--- config.mk ---
export PLATFORM = sky130hd
export DESIGN_NAME = feature_sar_sequencer
export DESIGN_NICKNAME = d
export VERILOG_FILES = /design/src/rtl/feature_sar_sequencer.sv
export SDC_FILE = /design/constraint.sdc
export NUM_CORES = 1
export LEC_CHECK = 0
export ABC_AREA = 1
export CAP_MARGIN = 20
export CELL_PAD_IN_SITES_DETAIL_PLACEMENT = 0
export CELL_PAD_IN_SITES_GLOBAL_PLACEMENT = 1
export CORE_ASPECT_RATIO = 1.75
export CORE_MARGIN = 2
export CORE_UTILIZATION = 25
export CTS_CLUSTER_DIAMETER = 60
export DETAILED_ROUTE_END_ITERATION = 6
export HOLD_SLACK_MARGIN = 0.05
export PLACE_DENSITY = 0.59
export SYNTH_ARGS = -nofsm -noshare
export SYNTH_HDL_FRONTEND = slang
export SYNTH_SLANG_ARGS = --single-unit
export TNS_END_PERCENT = 30
--- constraint.sdc ---
create_clock -name clk -period 2.35 [get_ports clk]
set_input_delay 0.47 -clock clk [delete_from_list [all_inputs] [get_ports clk]]
set_output_delay 0.47 -clock clk [all_outputs]
set_load 0.05 [all_outputs]
--- src/rtl/feature_sar_sequencer.sv ---
// Frame sequencer that walks NUM_FEAT latched features through an MSB-first
// SAR resolution, presenting partial codes each cycle and a final code per feature.
module feature_sar_sequencer #(
    parameter int N          = 4,
    parameter int SAR_CYCLES = 5,
    parameter int NUM_FEAT   = 2
) (
    input  logic                  clk,
    input  logic                  rst,
    input  logic                  start,
    input  logic                  abort,
    input  logic [NUM_FEAT*N-1:0] feat_in,
    output logic [N-1:0]          quant_feat,
    output logic                  feat_valid,
    output logic [NUM_FEAT-1:0]   feat_sel,
    output logic                  busy,
    output logic                  done,
    output logic [1:0]            state_dbg
);

    localparam int SW = (SAR_CYCLES > 1) ? $clog2(SAR_CYCLES) : 1;
    localparam int FW = (NUM_FEAT > 1) ? $clog2(NUM_FEAT) : 1;
    localparam logic [SW-1:0] SAR_LAST  = SW'(SAR_CYCLES - 1);
    localparam logic [FW-1:0] FEAT_LAST = FW'(NUM_FEAT - 1);

    localparam logic [1:0] IDLE = 2'd0;
    localparam logic [1:0] CONV = 2'd1;
    localparam logic [1:0] DONE = 2'd2;

    // Handshake: start is a level sampled only in IDLE; abort cancels any frame
    // on the next edge; outputs are registered copies of the next-state view.
    logic [1:0]            state, state_n;
    logic [SW-1:0]         sar_cnt, sar_n;
    logic [FW-1:0]         feat_cnt, feat_n;
    logic [NUM_FEAT*N-1:0] feat_lat, lat_n;
    logic [N-1:0]          cur_feat, code_n;
    logic [NUM_FEAT-1:0]   sel_n;
    logic                  valid_n;

    always_comb begin
        state_n = state;
        sar_n   = sar_cnt;
        feat_n  = feat_cnt;
        lat_n   = feat_lat;
        case (state)
            IDLE: begin
                if (start) begin
                    state_n = CONV;
                    sar_n   = '0;
                    feat_n  = '0;
                    lat_n   = feat_in;
                end
            end
            CONV: begin
                if (sar_cnt == SAR_LAST) begin
                    if (feat_cnt == FEAT_LAST) begin
                        state_n = DONE;
                    end else begin
                        sar_n  = '0;
                        feat_n = feat_cnt + 1'b1;
                    end
                end else begin
                    sar_n = sar_cnt + 1'b1;
                end
            end
            DONE: begin
                state_n = IDLE;
                sar_n   = '0;
                feat_n  = '0;
                lat_n   = '0;
            end
            default: begin
                state_n = IDLE;
                sar_n   = '0;
                feat_n  = '0;
                lat_n   = '0;
            end
        endcase
        // Abort overrides everything, including a start presented in IDLE.
        if (abort) begin
            state_n = IDLE;
            sar_n   = '0;
            feat_n  = '0;
            lat_n   = '0;
        end
    end

    always_comb begin
        cur_feat = '0;
        sel_n    = '0;
        for (int k = 0; k < NUM_FEAT; k++) begin
            if (feat_n == FW'(k)) begin
                cur_feat = lat_n[k*N +: N];
                sel_n[k] = (state_n == CONV);
            end
        end
        // Bit b is resolved once sar_cnt reaches N-b; later counts hold the full code.
        code_n = '0;
        for (int b = 0; b < N; b++) begin
            code_n[b] = (state_n == CONV) && cur_feat[b] && (int'(sar_n) >= N - b);
        end
        valid_n = (state_n == CONV) && (sar_n == SAR_LAST);
    end

    always_ff @(posedge clk) begin
        if (!rst) begin
            state      <= IDLE;
            sar_cnt    <= '0;
            feat_cnt   <= '0;
            feat_lat   <= '0;
            quant_feat <= '0;
            feat_valid <= 1'b0;
            feat_sel   <= '0;
            busy       <= 1'b0;
            done       <= 1'b0;
        end else begin
            state      <= state_n;
            sar_cnt    <= sar_n;
            feat_cnt   <= feat_n;
            feat_lat   <= lat_n;
            quant_feat <= code_n;
            feat_valid <= valid_n;
            feat_sel   <= sel_n;
            busy       <= (state_n != IDLE);
            done       <= (state_n == DONE);
        end
    end

    assign state_dbg = state;

endmodule

---- Word-level counts from Yosys, hierarchy flattened ----
Cells that the tools add are included.
word-level totals
  register bits ........................... 23
  latch bits .............................. 0
  RAM bits ................................ 0
  memory bits (read-only) ................. 0
  output and inout port bits .............. 11
  memories kept ........................... 0
cells by class
  add/subtract/negate cells ............... 2
  multiply operators ...................... 0
  divide/modulo/power cells ............... 0
  magnitude comparators ................... 4
  equal/unequal tests ..................... 5
  shift operators ......................... 0
  mux-type cells .......................... 19
  bitwise gates (word level) .............. 1
  reductions and logical operators ........ 13
operators by type and width
  cell                                                                                  number
  8-bit 2-to-1 mux                                                                      2
  8-bit case mux with 2 select lines                                                    1
  3-bit 2-to-1 mux                                                                      4
  1-bit logical AND                                                                     9
  2-bit 2-to-1 mux                                                                      4
  3-bit == test (second input constant)                                                 2
  3-bit by 2-bit greater-or-equal comparator with 1-bit output (second input constant)  2
  3-bit case mux with 2 select lines                                                    1
  2-bit by 1-bit == test with 1-bit output (second input constant)                      2
  1-bit 2-to-1 mux                                                                      4
  4-bit 2-to-1 mux                                                                      1
  2-bit case mux with 2 select lines                                                    1
  3-bit by 1-bit adder with 3-bit output (second input constant)                        1
  3-bit by 1-bit greater-or-equal comparator with 1-bit output (second input constant)  1
  3-bit greater-or-equal comparator (second input constant)                             1
  2-bit == test (second input constant)                                                 1
  2-bit logical NOT                                                                     1
  1-bit case mux with 2 select lines                                                    1
  2-bit AND reduction                                                                   1
  2-bit nonzero test                                                                    1
  2-bit OR reduction                                                                    1
  1-bit adder (second input constant)                                                   1
  1-bit NOT                                                                             1

---- Depth between registers and ports, before layout ----
  depth in word-level cells ............... 8
  gate-level depth with buffers ........... 11
  depth with buffers taken out ............ 11

---- Worst setup path after synthesis ----
Ideal clock, no wire load.
  kind .................................... register to register
  start point ............................. register state[0] (netlist: state_dbg[0])
  end point ............................... register quant_feat[2]
  data arrival time ....................... 1.441 ns
  slack ................................... 0.797 ns
  cell stages (with the launch flop) ...... 10
  path buffers ............................ 0
  period minus slack after synthesis ...... 1.553 ns
  cells stage by stage .................... dfxtp_1 -> inv_2 -> nor2_2 -> nand2_1 -> nand2_1 -> nand2_4 -> inv_2 -> nand3_1 -> nand3_1 -> nor2_1
on the way
  word-level cells in the longest chain between the ends .. 7
  elaborated cells between the ends (all ways) .. 18
  classes of those cells .................. order compare (1); eq/ne (2); mux (12); reduce/logical (3)
ends and longest elaborated chain
  element                                                                                                               line  RTL
  start: declaration                                                                                                    32    logic [1:0] state, state_n;
  start signal: assignment                                                                                              117   state <= state_n;
  parallel branches: the longest is 6 deep, another holds 3-bit by 2-bit greater-or-equal comparator with 1-bit output  -
  1-bit logical AND (*)                                                                                                 100   code_n[b] = (state_n == CONV) && cur_feat[b] && (int'(sar_n) >= N - b);
  end signal: assignment                                                                                                121   quant_feat <= code_n;
  end: declaration                                                                                                      13    output logic [N-1:0] quant_feat,
Mark *: on every way between the ends.
A chain may end at the register's enable or synchronous reset.

---- Worst setup path in the final report ----
  start point ............................. register state[1] (netlist: state_dbg[1])
  end point ............................... output port state_dbg[1]
RTL lines
  element           line  RTL
  end: declaration  18    output logic [1:0] state_dbg
No word-level cell between the ends.

==> summary.md <==
| Metric | Value |
|---|---|
| Clock root buffer | clkbuf_8 |
| Number of placed instances, taps included | 227 |
| Worst Path Max Fanout | 5 |
| Via total after detailed routing | 1002 |
| Skew-Pair Late Insertion Delay | 0.26 ns |
| Count of unique library cells instantiated by Yosys | 18 |
| FF+latch count, synth | 23 |
| Final wirelength | 2.75 mm |
| Final-layout fill cell count | 436 |
| Placed standard-cell area | 0.00136 mm^2 |
| Area delta synth->final | 30.0% |
| Share of the yosys chip area belonging to registers | 0.427 |
| Synth Warn # | 0 |
| Post-detail-place hpwl | 2.29 mm |
| Hold_buf cts | 0 |
| Number of levels the H-tree was split into | 1 |
| Signal arrival time at the worst endpoint | 1.62 ns |
| Delay-heaviest family, CP | buffers and inverters |
| Pre-Repair DR Iteration Count | 4 |
| Maximum clock rate | 478 MHz |
| Unrepaired setup endpoints after global routing | false |
| Cell type contributing the most total cell area after synthesis | dfxtp_1 |
| Summed area of non-filler cells in the final layout | 0.00140 mm^2 |
| DRC errors left | 0 |
| Final Slew Violations | 0 |
| Clock Sinks | 23 |
| Worst-case clock skew | 0.000960 ns |
| Slew headroom | 0.664 |
| Period Utilization, post-route | 0.891 |
| Final non-filler cell total | 231 |
| TritonCTS clock tree | built |
| Cells after synthesis | 157 |
| Post-route ant nets | 0 |
| Die Span Y | 90.8 um |
| Average wire per standard cell | 11.9 um |
| Peak-usage layer in the global routing report | met2 |
| Total power after layout | 736 uW |
| Antenna violations before repair | 0 |
| Die area | 0.00487 mm^2 |
| Overall Global Routing Usage | 0.128 |
| Clock-pin slew reported for the worst setup and hold paths after clock tree synthesis | 0.08 ns |
| CP max-delay cell | clkdlybuf4s50_1 |
| Finish-stage setup viols | 0 |
| CP Class | flop to output pin |
| Leakage Power | 0.000634 uW |
| Cts bufs inserted | 3 |
| Post_cts resized | 0 |
| Outcome | completed |
| Met1 Resource Use GR | 0.128 |
| Worst Hold Class | flop to flop |
| Sequence of cells on the critical path | clkdlybuf4s50_1 |
| Number of nets produced by synthesis | 171 |
| Number of vias per cell | 4.34 |
| Initial standard-cell utilization of the core | 0.260 |
| Met3 Use GR | 0.0182 |
| Max cap viols | 0 |
| Maximum clock insertion buffer count | 2 |
| Shortest clock period the worst path allows after layout | 2.09 ns |
| Number of ports placed on the die boundary | 23 |
| Number of placement rows | 31 |
| Final RePlAce weighted congestion | 0.778 |
| Number of I/O port buffers | 22 |
| Post-CTS setup buffer count | 0 |
| Storage cell area | 460 um^2 |
| Largest vdd supply drop | 0.000337 V |
| Largest net degree at the start of global routing | 13 |
| Total negative setup slack | 0 ns |
| Met2 Use GR | 0.244 |
| Area contributors post-synth | dfxtp_1 43%, nand2_1 20%, nor2_1 8.0% |
| CP required | 1.88 ns |
| Number of global-route vias before repair | 989 |
| Critical path's largest stage delay | 0.87 ns |
| Critical path buffer and inverter count | 1 |
| Number of DRC markers after the initial detailed-route iteration | 23 |
| Fraction of post-synthesis cell area in the top cell type by area | 0.427 |
| Count of final hold-check violations | 0 |
| Placeable core region | 0.00415 mm^2 |
| Total overflow reported by the global router | 0 |
| First-pass GRT wire length | 4.57 mm |
| Slew at the pin closest to its max-slew limit | 0.503 ns |
| Type of origin of the critical path | flop |
| Kind of end point of the critical path | output pin |
| Antenna diode instance count | 0 |
| Area of the mapped netlist | 0.00108 mm^2 |
| Mean instance size in the synthesized netlist | 6.86 um^2 |
| Fin nets | 197 |
| Pwr Density | 525 mW/mm^2 |
| Share of post-route cells with drive strength above 1 | 0.137 |
| Footprint of the multi-input gates | 542 um^2 |
| Die boundary width | 53.6 um |
[cells in the mapped netlist]
cell      n
a21oi_1   4
a21oi_2   1
a22oi_1   1
buf_1     1
dfxtp_1  23
ha_1      2
inv_1    13
inv_2     6
nand2_1  57
nand2_2   6
nand2_4   1
nand3_1   8
nand4_1   2
nor2_1   23
nor2_2    3
nor2_4    4
nor3_2    1
o21ai_0   1
[power by group]
part | internal, uW | leakage (uW) | switching [uW]
registers | 397 | 0.000186 | 3.95
logic | 36.3 | 0.000425 | 57.4
clock network | 121 | 0.0000228 | 120
total | 554 | 0.000634 | 182
[stage by stage]
stage                      util  worst slack [ns]  hold WS [ns]
after global placement    0.327             0.411         0.459
after CTS                 0.337             0.240         0.478
final                     0.337             0.256         0.471
after detailed placement  0.327             0.418         0.465
after global routing      0.337             0.201         0.498
after floorplan               -             0.797         0.446
[cells in the final DEF (no fill, tap or decap), types with 2 or more instances in the layout]
master           count
nor2_2               3
nand2_2              6
nor2_1              23
nand2_1             57
nor2_4               4
inv_1               13
ha_1                 2
clkbuf_8             3
inv_2                6
clkdlybuf4s50_1     22
nand3_1              8
nand4_1              2
dfxtp_1             23
a21oi_1              4
[cell type report]
class                           instances  area share
Multi-Input combinational cell        114       0.387
Timing Repair Buffer                   22       0.157
Clock buffer                            4      0.0322
Tap cell                               49      0.0438
Inverter                               19      0.0509
Sequential cell                        23       0.329
[routing by layer]
layer,share of wire,vias up
met4,0.015,0
met3,0.030,4
met2,0.57,14
li1,-,526
met1,0.38,458
met5,0,-
[path summary, 6_finish.rpt]
kind / from / end / slack (ns) / cells after the start
max: state_dbg[1] / state_dbg[1] / 0.26 / 1
max reg2reg: sar_cnt[0] / quant_feat[2] / 0.72 / 11
min reg2reg: feat_lat[1] / feat_lat[1] / 0.47 / 2
min: feat_lat[1] / feat_lat[1] / 0.47 / 2
[registers in the layout, summed over array words and instances, names as in the netlist]
register    count
quant_feat      4
feat_sel        2
sar_cnt         3
feat_cnt        1
done            1
feat_valid      1
state_dbg       2
feat_lat        8
busy            1
[cells by family after synthesis]
family,share of synthesized area
AO/OA/AOI/OAI,0.0383
adder cells (fa/ha/maj),0.0232
AND/OR/NAND/NOR,0.441
flip-flops,0.427
buffers and inverters,0.0697
(Power assumes the default switching activity.)
